[config.mk]
export PLATFORM = sky130hd
export DESIGN_NAME = config_loader_uc
export DESIGN_NICKNAME = d
export VERILOG_FILES = /design/src/rtl/config_loader_uc.sv
export SDC_FILE = /design/constraint.sdc
export NUM_CORES = 1
export LEC_CHECK = 0
export ABC_AREA = 1
export ABC_CLOCK_PERIOD_IN_PS = 1930
export BUFFER_PORTS_ARGS = -buffer_cell sky130_fd_sc_hd__buf_2
export CAP_MARGIN = 20
export CORE_MARGIN = 5
export CORE_UTILIZATION = 45
export CTS_CLUSTER_SIZE = 10
export DETAILED_ROUTE_END_ITERATION = 12
export GPL_TIMING_DRIVEN = 1
export PLACE_DENSITY = 0.64
export SLEW_MARGIN = 15
export SYNTH_ARGS = -nofsm -noshare
export SYNTH_HDL_FRONTEND = slang
export SYNTH_SLANG_ARGS = --single-unit
[constraint.sdc]
create_clock -name clock -period 1.93 [get_ports clock]
set_clock_uncertainty 0.1 [all_clocks]
set_input_delay 0.193 -clock clock [delete_from_list [all_inputs] [get_ports clock]]
set_output_delay 0.193 -clock clock [all_outputs]
set_load 0.1 [all_outputs]
[src/rtl/config_loader_uc.sv]
// Control unit that drives the serial receiver and loads N_WORDS configuration words into the bank.
// It requests a resend on parity errors and aborts when the retry limit or the per-word timeout is reached.
module config_loader_uc #(
  parameter int unsigned N_WORDS        = 4,
  parameter int unsigned ADDR_W         = 2,
  parameter int unsigned MAX_RETRIES    = 3,
  parameter int unsigned TIMEOUT_CICLOS = 50000000
) (
  input  logic              clock,
  input  logic              reset,
  input  logic              iniciar,
  input  logic              rx_pronto,
  input  logic              rx_erro,
  input  logic [15:0]       rx_dado,
  output logic              receber_config,
  output logic              cfg_we,
  output logic [ADDR_W-1:0] cfg_addr,
  output logic [15:0]       cfg_data,
  output logic              nack,
  output logic              ocupado,
  output logic              pronto,
  output logic              erro,
  output logic [2:0]        db_estado
);

  localparam int unsigned RETRY_W = 4;
  localparam int unsigned TIMER_W = 32;
  localparam logic [ADDR_W-1:0]  LAST_IDX    = ADDR_W'(N_WORDS - 1);
  localparam logic [RETRY_W-1:0] RETRY_LIMIT = RETRY_W'(MAX_RETRIES);
  localparam logic [TIMER_W-1:0] TIMER_LAST  = TIMER_W'(TIMEOUT_CICLOS - 1);

  typedef enum logic [2:0] {
    IDLE    = 3'd0,
    ESPERA  = 3'd1,
    ESCREVE = 3'd2,
    REPETE  = 3'd3,
    FIM     = 3'd4,
    ERRO    = 3'd5
  } state_t;

  state_t state, next_state;

  logic [ADDR_W-1:0]  idx;
  logic [RETRY_W-1:0] retries;
  logic [TIMER_W-1:0] timer;
  logic [RETRY_W-1:0] retries_inc;

  assign retries_inc = retries + RETRY_W'(1);
  assign cfg_addr    = idx;

  // State register
  always_ff @(posedge clock) begin
    if (!reset) state <= IDLE;
    else        state <= next_state;
  end

  // Next-state logic
  always_comb begin
    next_state = state;
    case (state)
      IDLE:    if (iniciar) next_state = ESPERA;
      ESPERA: begin
        if (rx_erro)                  next_state = REPETE;
        else if (rx_pronto)           next_state = ESCREVE;
        else if (timer == TIMER_LAST) next_state = ERRO;
      end
      ESCREVE: next_state = (idx == LAST_IDX) ? FIM : ESPERA;
      REPETE:  next_state = (retries_inc == RETRY_LIMIT) ? ERRO : ESPERA;
      FIM:     next_state = iniciar ? ESPERA : IDLE;
      ERRO:    if (iniciar) next_state = ESPERA;
      default: next_state = IDLE;
    endcase
  end

  // Moore output decode
  always_comb begin
    receber_config = 1'b0;
    cfg_we         = 1'b0;
    nack           = 1'b0;
    ocupado        = 1'b0;
    pronto         = 1'b0;
    erro           = 1'b0;
    db_estado      = state;
    case (state)
      ESPERA:  begin receber_config = 1'b1; ocupado = 1'b1; end
      ESCREVE: begin cfg_we = 1'b1; ocupado = 1'b1; end
      REPETE:  begin nack = 1'b1; ocupado = 1'b1; end
      FIM:     pronto = 1'b1;
      ERRO:    erro = 1'b1;
      default: ;
    endcase
  end

  // Word index, retry count, timeout counter and latched word
  always_ff @(posedge clock) begin
    if (!reset) begin
      idx      <= '0;
      retries  <= '0;
      timer    <= '0;
      cfg_data <= '0;
    end else begin
      case (state)
        IDLE, FIM, ERRO: begin
          if (iniciar) begin
            idx     <= '0;
            retries <= '0;
            timer   <= '0;
          end
        end
        ESPERA: begin
          timer <= timer + TIMER_W'(1);
          if (!rx_erro && rx_pronto) cfg_data <= rx_dado;
        end
        ESCREVE: begin
          if (idx != LAST_IDX) begin
            idx     <= idx + ADDR_W'(1);
            retries <= '0;
            timer   <= '0;
          end
        end
        REPETE: begin
          retries <= retries_inc;
          timer   <= '0;
        end
        default: ;
      endcase
    end
  end

endmodule

==> run metrics, run 1 <==
status=complete, no violations; Seq/Total Area, Yosys=36.0%; crit-path max FO=10; Die W=93.9 µm; worst-case vdd ir drop=0.761 mV; H-tree Lvls=3; Layout Cells excl Fill=649; vias post-DR=3178; RSZ-0062 raised after global routing=false; WP data arrival=1.54 ns; vias per cell=4.90; clk buf depth=2; power per cell area=1150 mW/mm²; Pre-antenna DRT Iters=5; Int Pwr=2.37 mW; top-count cell post-synth=nand2_1; area of the core=0.00683 mm²; Final min period=1.83 ns; setup violation total in the final timing report=0; Final ANT Viol Nets=0; number of core rows=30; layout cells sized above 1=21.0%; Layout Nets=573; RePlAce Congestion=0.841; placed instance count=624; top-area cell type share of the netlist area=36.0%; Yosys warning count=0; Initial Utilization=46.4%; Critical Path RT=1.64 ns; post-synth top area cell=dfxtp_1; # diodes=0; Mapped Cells=489; root buf cell=clkbuf_8; TritonCTS clock tree=yes; Fmax achieved=545 MHz; clock sinks=57; CTS Buf Count=9; Avg WL per Cell=11.9 µm; port bufs=47; main area contributors after synthesis=dfxtp_1 36%, nand2_1 15%, nor2_1 13%; initial antenna violation count=0; Ports=48; fin. max-slew vios=0; number of global-route vias before repair=3122; Sw Ratio=46.3%; GR Overflow Total=0; Tot Pwr=4.41 mW; Util after Layout=56.4%; P&R area growth vs syn=21.5%; Slew headroom=67.1%; commonest cells in the netlist=128 x nand2_1, 106 x nor2_1, 57 x dfxtp_1, 47 x inv_1; Yosys cell types=36; Sw Pwr=2.05 mW; hpwl dp=5760 µm; EDFF count, synth=0; worst-margin pin slew=0.497 ns; Routed WL=7740 µm; post-synthesis area per instance=6.48 µm²; Fillers=692; synthesized area=0.00317 mm²; Comb power frac=40.7%; ratio of final minimum period to clock period=95.1%; # DRC=0; CP Class=register to output pin; worst hold path class=input pin to register; Die H=93.9 µm; syn_nets=514; Lkg Pwr=1.55 nW; Primary FF master, synth=dfxtp_1; Clk pwr share=27.9%; final worst slack=0.0955 ns; pre-CTS WS=0.225 ns; first-pass GRT wire length=13700 µm; DR iter-0 viols=169; ys async rst share=0%; Yosys reg bits=57; clk_lat worst skew=0.34 ns; GRT Util Overall=19.5%; die area=0.00882 mm²; Worst Setup Start Kind=register; max_cap viols=0; proportion of power drawn by flip-flops and latches=31.5%; largest net degree at the start of global routing=21; Final Hold Fails=0; Clk pin slew, worst setup/hold paths=0.08 ns; CP endpoint kind=output pin
==> cell type report <==
| cell class | instances | area, µm² | share of cell area [%] |
|---|---|---|---|
| Clock inverter | 6 | 71.3 | 1.85 |
| Tap cell | 96 | 120 | 3.12 |
| Sequential cell | 57 | 1150 | 29.9 |
| Inverter | 50 | 190 | 4.94 |
| Clock buffer | 10 | 149 | 3.87 |
| Multi-Input combinational cell | 369 | 1780 | 46.1 |
| Timing Repair Buffer | 61 | 393 | 10.2 |
==> power groups by stage <==
stage | logic [mW] | clock network, mW | registers (mW)
4_1_cts | 1.81 | 1.27 | 1.39
3_5_place_dp | 1.79 | 0 | 1.41
6_report | 1.80 | 1.23 | 1.39
5_1_grt | 1.92 | 1.33 | 1.40
3_3_place_gp | 1.78 | 0 | 1.41
2_1_floorplan | 1.04 | 0 | 1.89
==> sequential cells by signal, summed over array words and instances (netlist names) <==
register   flops
cfg_addr       2
cfg_data      16
db_estado      3
retries        4
timer         32
==> worst max-delay path, stage by stage (launching register included) <==
cell and delay (ns):
dfxtp_2 0.50, nand2_2 0.18, nor2_4 0.10, buf_2 0.42
==> timing repair <==
action                                  4_1_cts  5_1_grt
buffers inserted                              0        0
gates resized for setup                       0        1
hold buffers                                  9        0
hold endpoints to repair                      9        0
endpoints found under the setup margin        0        1
==> per-layer routing <==
| metal | track usage [%] | wire length [µm] |
|---|---|---|
| met4 | 6.14 | 160 |
| met2 | 32.6 | 3550 |
| met1 | 22.9 | 3530 |
| met3 | 7.61 | 497 |
| met5 | 0 | 0 |
==> path summary, 6_finish.rpt <==
kind / start / to / slack (ns) / cells past startpoint
setup / recovery: db_estado[2] / erro / 0.1 / 3
hold / removal: rx_dado[3] / cfg_data[3] / 0.02 / 3
setup reg to reg: db_estado[2] / timer[6] / 0.20 / 8
hold reg to reg: cfg_addr[1] / cfg_addr[1] / 0.38 / 2
==> placed cells by master (no fill, tap or decap), types with 3 or more instances in the layout <==
master	n
clkbuf_8	9
dfxtp_1	52
dlygate4sd3_1	9
nand2_1	128
nand3_1	24
inv_2	3
buf_4	4
inv_1	46
clkinv_4	3
nand2_2	4
buf_2	45
nand3_2	6
nor2_1	103
o21ai_1	4
nor2_2	9
a21oi_2	5
nor2_4	6
a21oi_1	24
nor3_1	5
a31oi_1	3
dfxtp_2	3
nand4_1	8
ha_1	4
o21ai_0	18
==> kinds of logic after synthesis <==
kind of cell    count (synthesis)  share of synthesized area, %
buf+inv                        63                          9.04
compound gates                 60                          10.7
fa+ha+maj                       4                          1.58
flops                          57                          36.0
simple gates                  304                          42.4
xor+xnor                        1                         0.276
==> stage by stage <==
stage	area [µm²]	setup TNS [ns]	hold slack, ns
2_1_floorplan	3220	-2.60	0.257
3_3_place_gp	3540	0	0.339
3_5_place_dp	3540	0	0.349
4_1_cts	3850	0	0.000484
5_1_grt	3850	0	0.00486
6_report	3850	0	0.0155
Power figures use the tool's default switching activity.
==> inputs of run 2 (changes only) <==
--- a/config.mk
+++ b/config.mk
@@ -11,10 +11,12 @@
 export CAP_MARGIN = 20
 export CORE_MARGIN = 5
 export CORE_UTILIZATION = 45
+export CTS_BUF_LIST = sky130_fd_sc_hd__clkbuf_16
 export CTS_CLUSTER_SIZE = 10
 export DETAILED_ROUTE_END_ITERATION = 12
 export GPL_TIMING_DRIVEN = 1
 export PLACE_DENSITY = 0.64
+export SKIP_LAST_GASP = 1
 export SLEW_MARGIN = 15
 export SYNTH_ARGS = -nofsm -noshare
 export SYNTH_HDL_FRONTEND = slang
==> run metrics, run 2 (same netlist as run 1, synthesis figures left out) <==
status=complete, no violations (unchanged); Tot Pwr=4.84 mW (was 4.41 mW); CP delay by family, top=flip-flops (unchanged); largest net degree at the start of global routing=21 (unchanged); Slew headroom=67.1% (about the same); vias post-DR=3098 (was 3178); die area=0.00882 mm² (unchanged); number of global-route vias before repair=3089 (was 3122); clk_lat worst skew=0.32 ns (was 0.34 ns); CP endpoint kind=output pin (unchanged); RSZ-0062 raised after global routing=false (unchanged); Lkg Pwr=1.56 nW (was 1.55 nW); # DRC=0 (unchanged); pre-CTS WS=0.225 ns (unchanged); final worst slack=0.0924 ns (was 0.0955 ns); Die H=93.9 µm (unchanged); Avg WL per Cell=11.8 µm (was 11.9 µm); setup violation total in the final timing report=0 (unchanged); Top reg by flops=timer (unchanged); Initial Utilization=46.4% (unchanged); Buf/Inv on CP=1 (unchanged); area of the core=0.00683 mm² (unchanged); Final Hold Fails=0 (unchanged); most frequent cells in the layout=128 x nand2_1, 103 x nor2_1, 52 x dfxtp_1 (unchanged); crit-path max FO=10 (unchanged); P&R area growth vs syn=21.8% (was 21.5%); CTS-repair resized insts=0 (unchanged); clock sinks=57 (unchanged); GRT Util Overall=18.9% (was 19.5%); H-tree Lvls=3 (unchanged); Worst Setup Start Kind=register (unchanged); hpwl dp=5760 µm (unchanged); # Post-CTS Setup Buffers=0 (unchanged); Largest regs=timer x32, cfg_data x16, retries x4 (unchanged); root buf cell=clkbuf_16 (was clkbuf_8); placed instance count=624 (unchanged); power per cell area=1250 mW/mm² (was 1150 mW/mm²); GR Overflow Total=0 (unchanged); slowest CP cell=dfxtp_2 (unchanged); Clk pin slew, worst setup/hold paths=0.06 ns (was 0.08 ns); Die W=93.9 µm (unchanged); Critical Path RT=1.64 ns (about the same); hold_ws=0.0134 ns (was 0.0155 ns); CTS Buf Count=9 (unchanged); most common cell after layout, fill and taps aside=nand2_1 (unchanged); Routed WL=7580 µm (was 7740 µm); ratio of final minimum period to clock period=95.2% (was 95.1%); RePlAce Congestion=0.841 (unchanged); Pre-antenna DRT Iters=4 (was 5); TritonCTS clock tree=yes (unchanged); first-pass GRT wire length=13400 µm (was 13700 µm); port bufs=47 (unchanged); Final ANT Viol Nets=0 (unchanged); Final min period=1.84 ns (was 1.83 ns); critical path cell sequence=nand2_2, nor2_4, buf_2 (unchanged); Layout Nets=564 (was 573); CP Class=register to output pin (unchanged); layout cells sized above 1=21.3% (was 21.0%); WP data arrival=1.54 ns (about the same); Layout Cells excl Fill=640 (was 649); fin. max-slew vios=0 (unchanged); # diodes=0 (unchanged); worst hold path class=input pin to register (unchanged); Ports=48 (unchanged); worst-case vdd ir drop=0.804 mV (was 0.761 mV); clk buf depth=2 (unchanged); initial antenna violation count=0 (unchanged); vias per cell=4.84 (was 4.90); hold_buf cts=0 (was 9); number of core rows=30 (unchanged); Fmax achieved=544 MHz (was 545 MHz); max reg flops=32 (unchanged); DR iter-0 viols=164 (was 169); Slowest Stage Delay on Critical Path=0.50 ns (about the same); worst-margin pin slew=0.497 ns (about the same); max_cap viols=0 (unchanged)
## run 2: changes by cell type in the layout (fill, tap and decap cells not counted)
cell / previous run / this run
dlygate4sd3_1: 9 / 0
clkbuf_8: 9 / 0
clkbuf_4: 1 / 0
buf_2: 45 / 46
clkbuf_16: 1 / 10
## run 2: path summary, 6_finish.rpt
path	startpoint	endpoint	slack (ns)	cells past startpoint
setup / recovery	db_estado[2]	pronto	0.09	3
setup reg to reg	db_estado[2]	timer[6]	0.22	8
hold / removal	rx_dado[12]	cfg_data[12]	0.01	3
hold reg to reg	cfg_addr[1]	cfg_addr[1]	0.37	2
## run 2: layout make-up
cell class,instances,area (µm²)
inverters,50,190
flip-flops and latches,57,1150
clock inverters,6,71.3
fillers,706,2970
well taps,96,120
multi-input cells,369,1780
repair buffers,52,300
clock buffers,10,250
## run 2: worst register-to-register path, delay by kind of cell, from the launching register on
| kind | cells | cell delay (ns) |
|---|---|---|
| and+or+nand+nor | 5 | 0.50 |
| AOI/OAI and AO/OA | 2 | 0.26 |
| DFF | 1 | 0.50 |
| buffers and inverters | 1 | 0.25 |
## run 2: power by group
part | total, mW | switching, mW | leakage, nW | internal [mW]
Sequential | 1.39 | 0.113 | 0.463 | 1.28
Combinational | 1.78 | 1.38 | 0.935 | 0.394
Clock | 1.68 | 0.589 | 0.159 | 1.09
Total | 4.84 | 2.08 | 1.56 | 2.76
## run 2: stage by stage
stage | instance area (µm²) | setup TNS (ns) | utilization [%]
6_report | 3860 | 0 | 56.5
3_3_place_gp | 3540 | 0 | 51.8
4_1_cts | 3860 | 0 | 56.5
3_5_place_dp | 3540 | 0 | 51.8
5_1_grt | 3860 | 0 | 56.5
2_1_floorplan | 3220 | -2.60 | -
## run 2: routing by layer
| layer | vias up | part of all wire, % | global-route usage (%) |
|---|---|---|---|
| met3 | 13 | 5.2 | 5.69 |
| li1 | 1653 | - | - |
| met5 | - | 0 | 0 |
| met1 | 1370 | 47 | 22.7 |
| met4 | 0 | 2.1 | 7.22 |
| met2 | 62 | 46 | 31.6 |
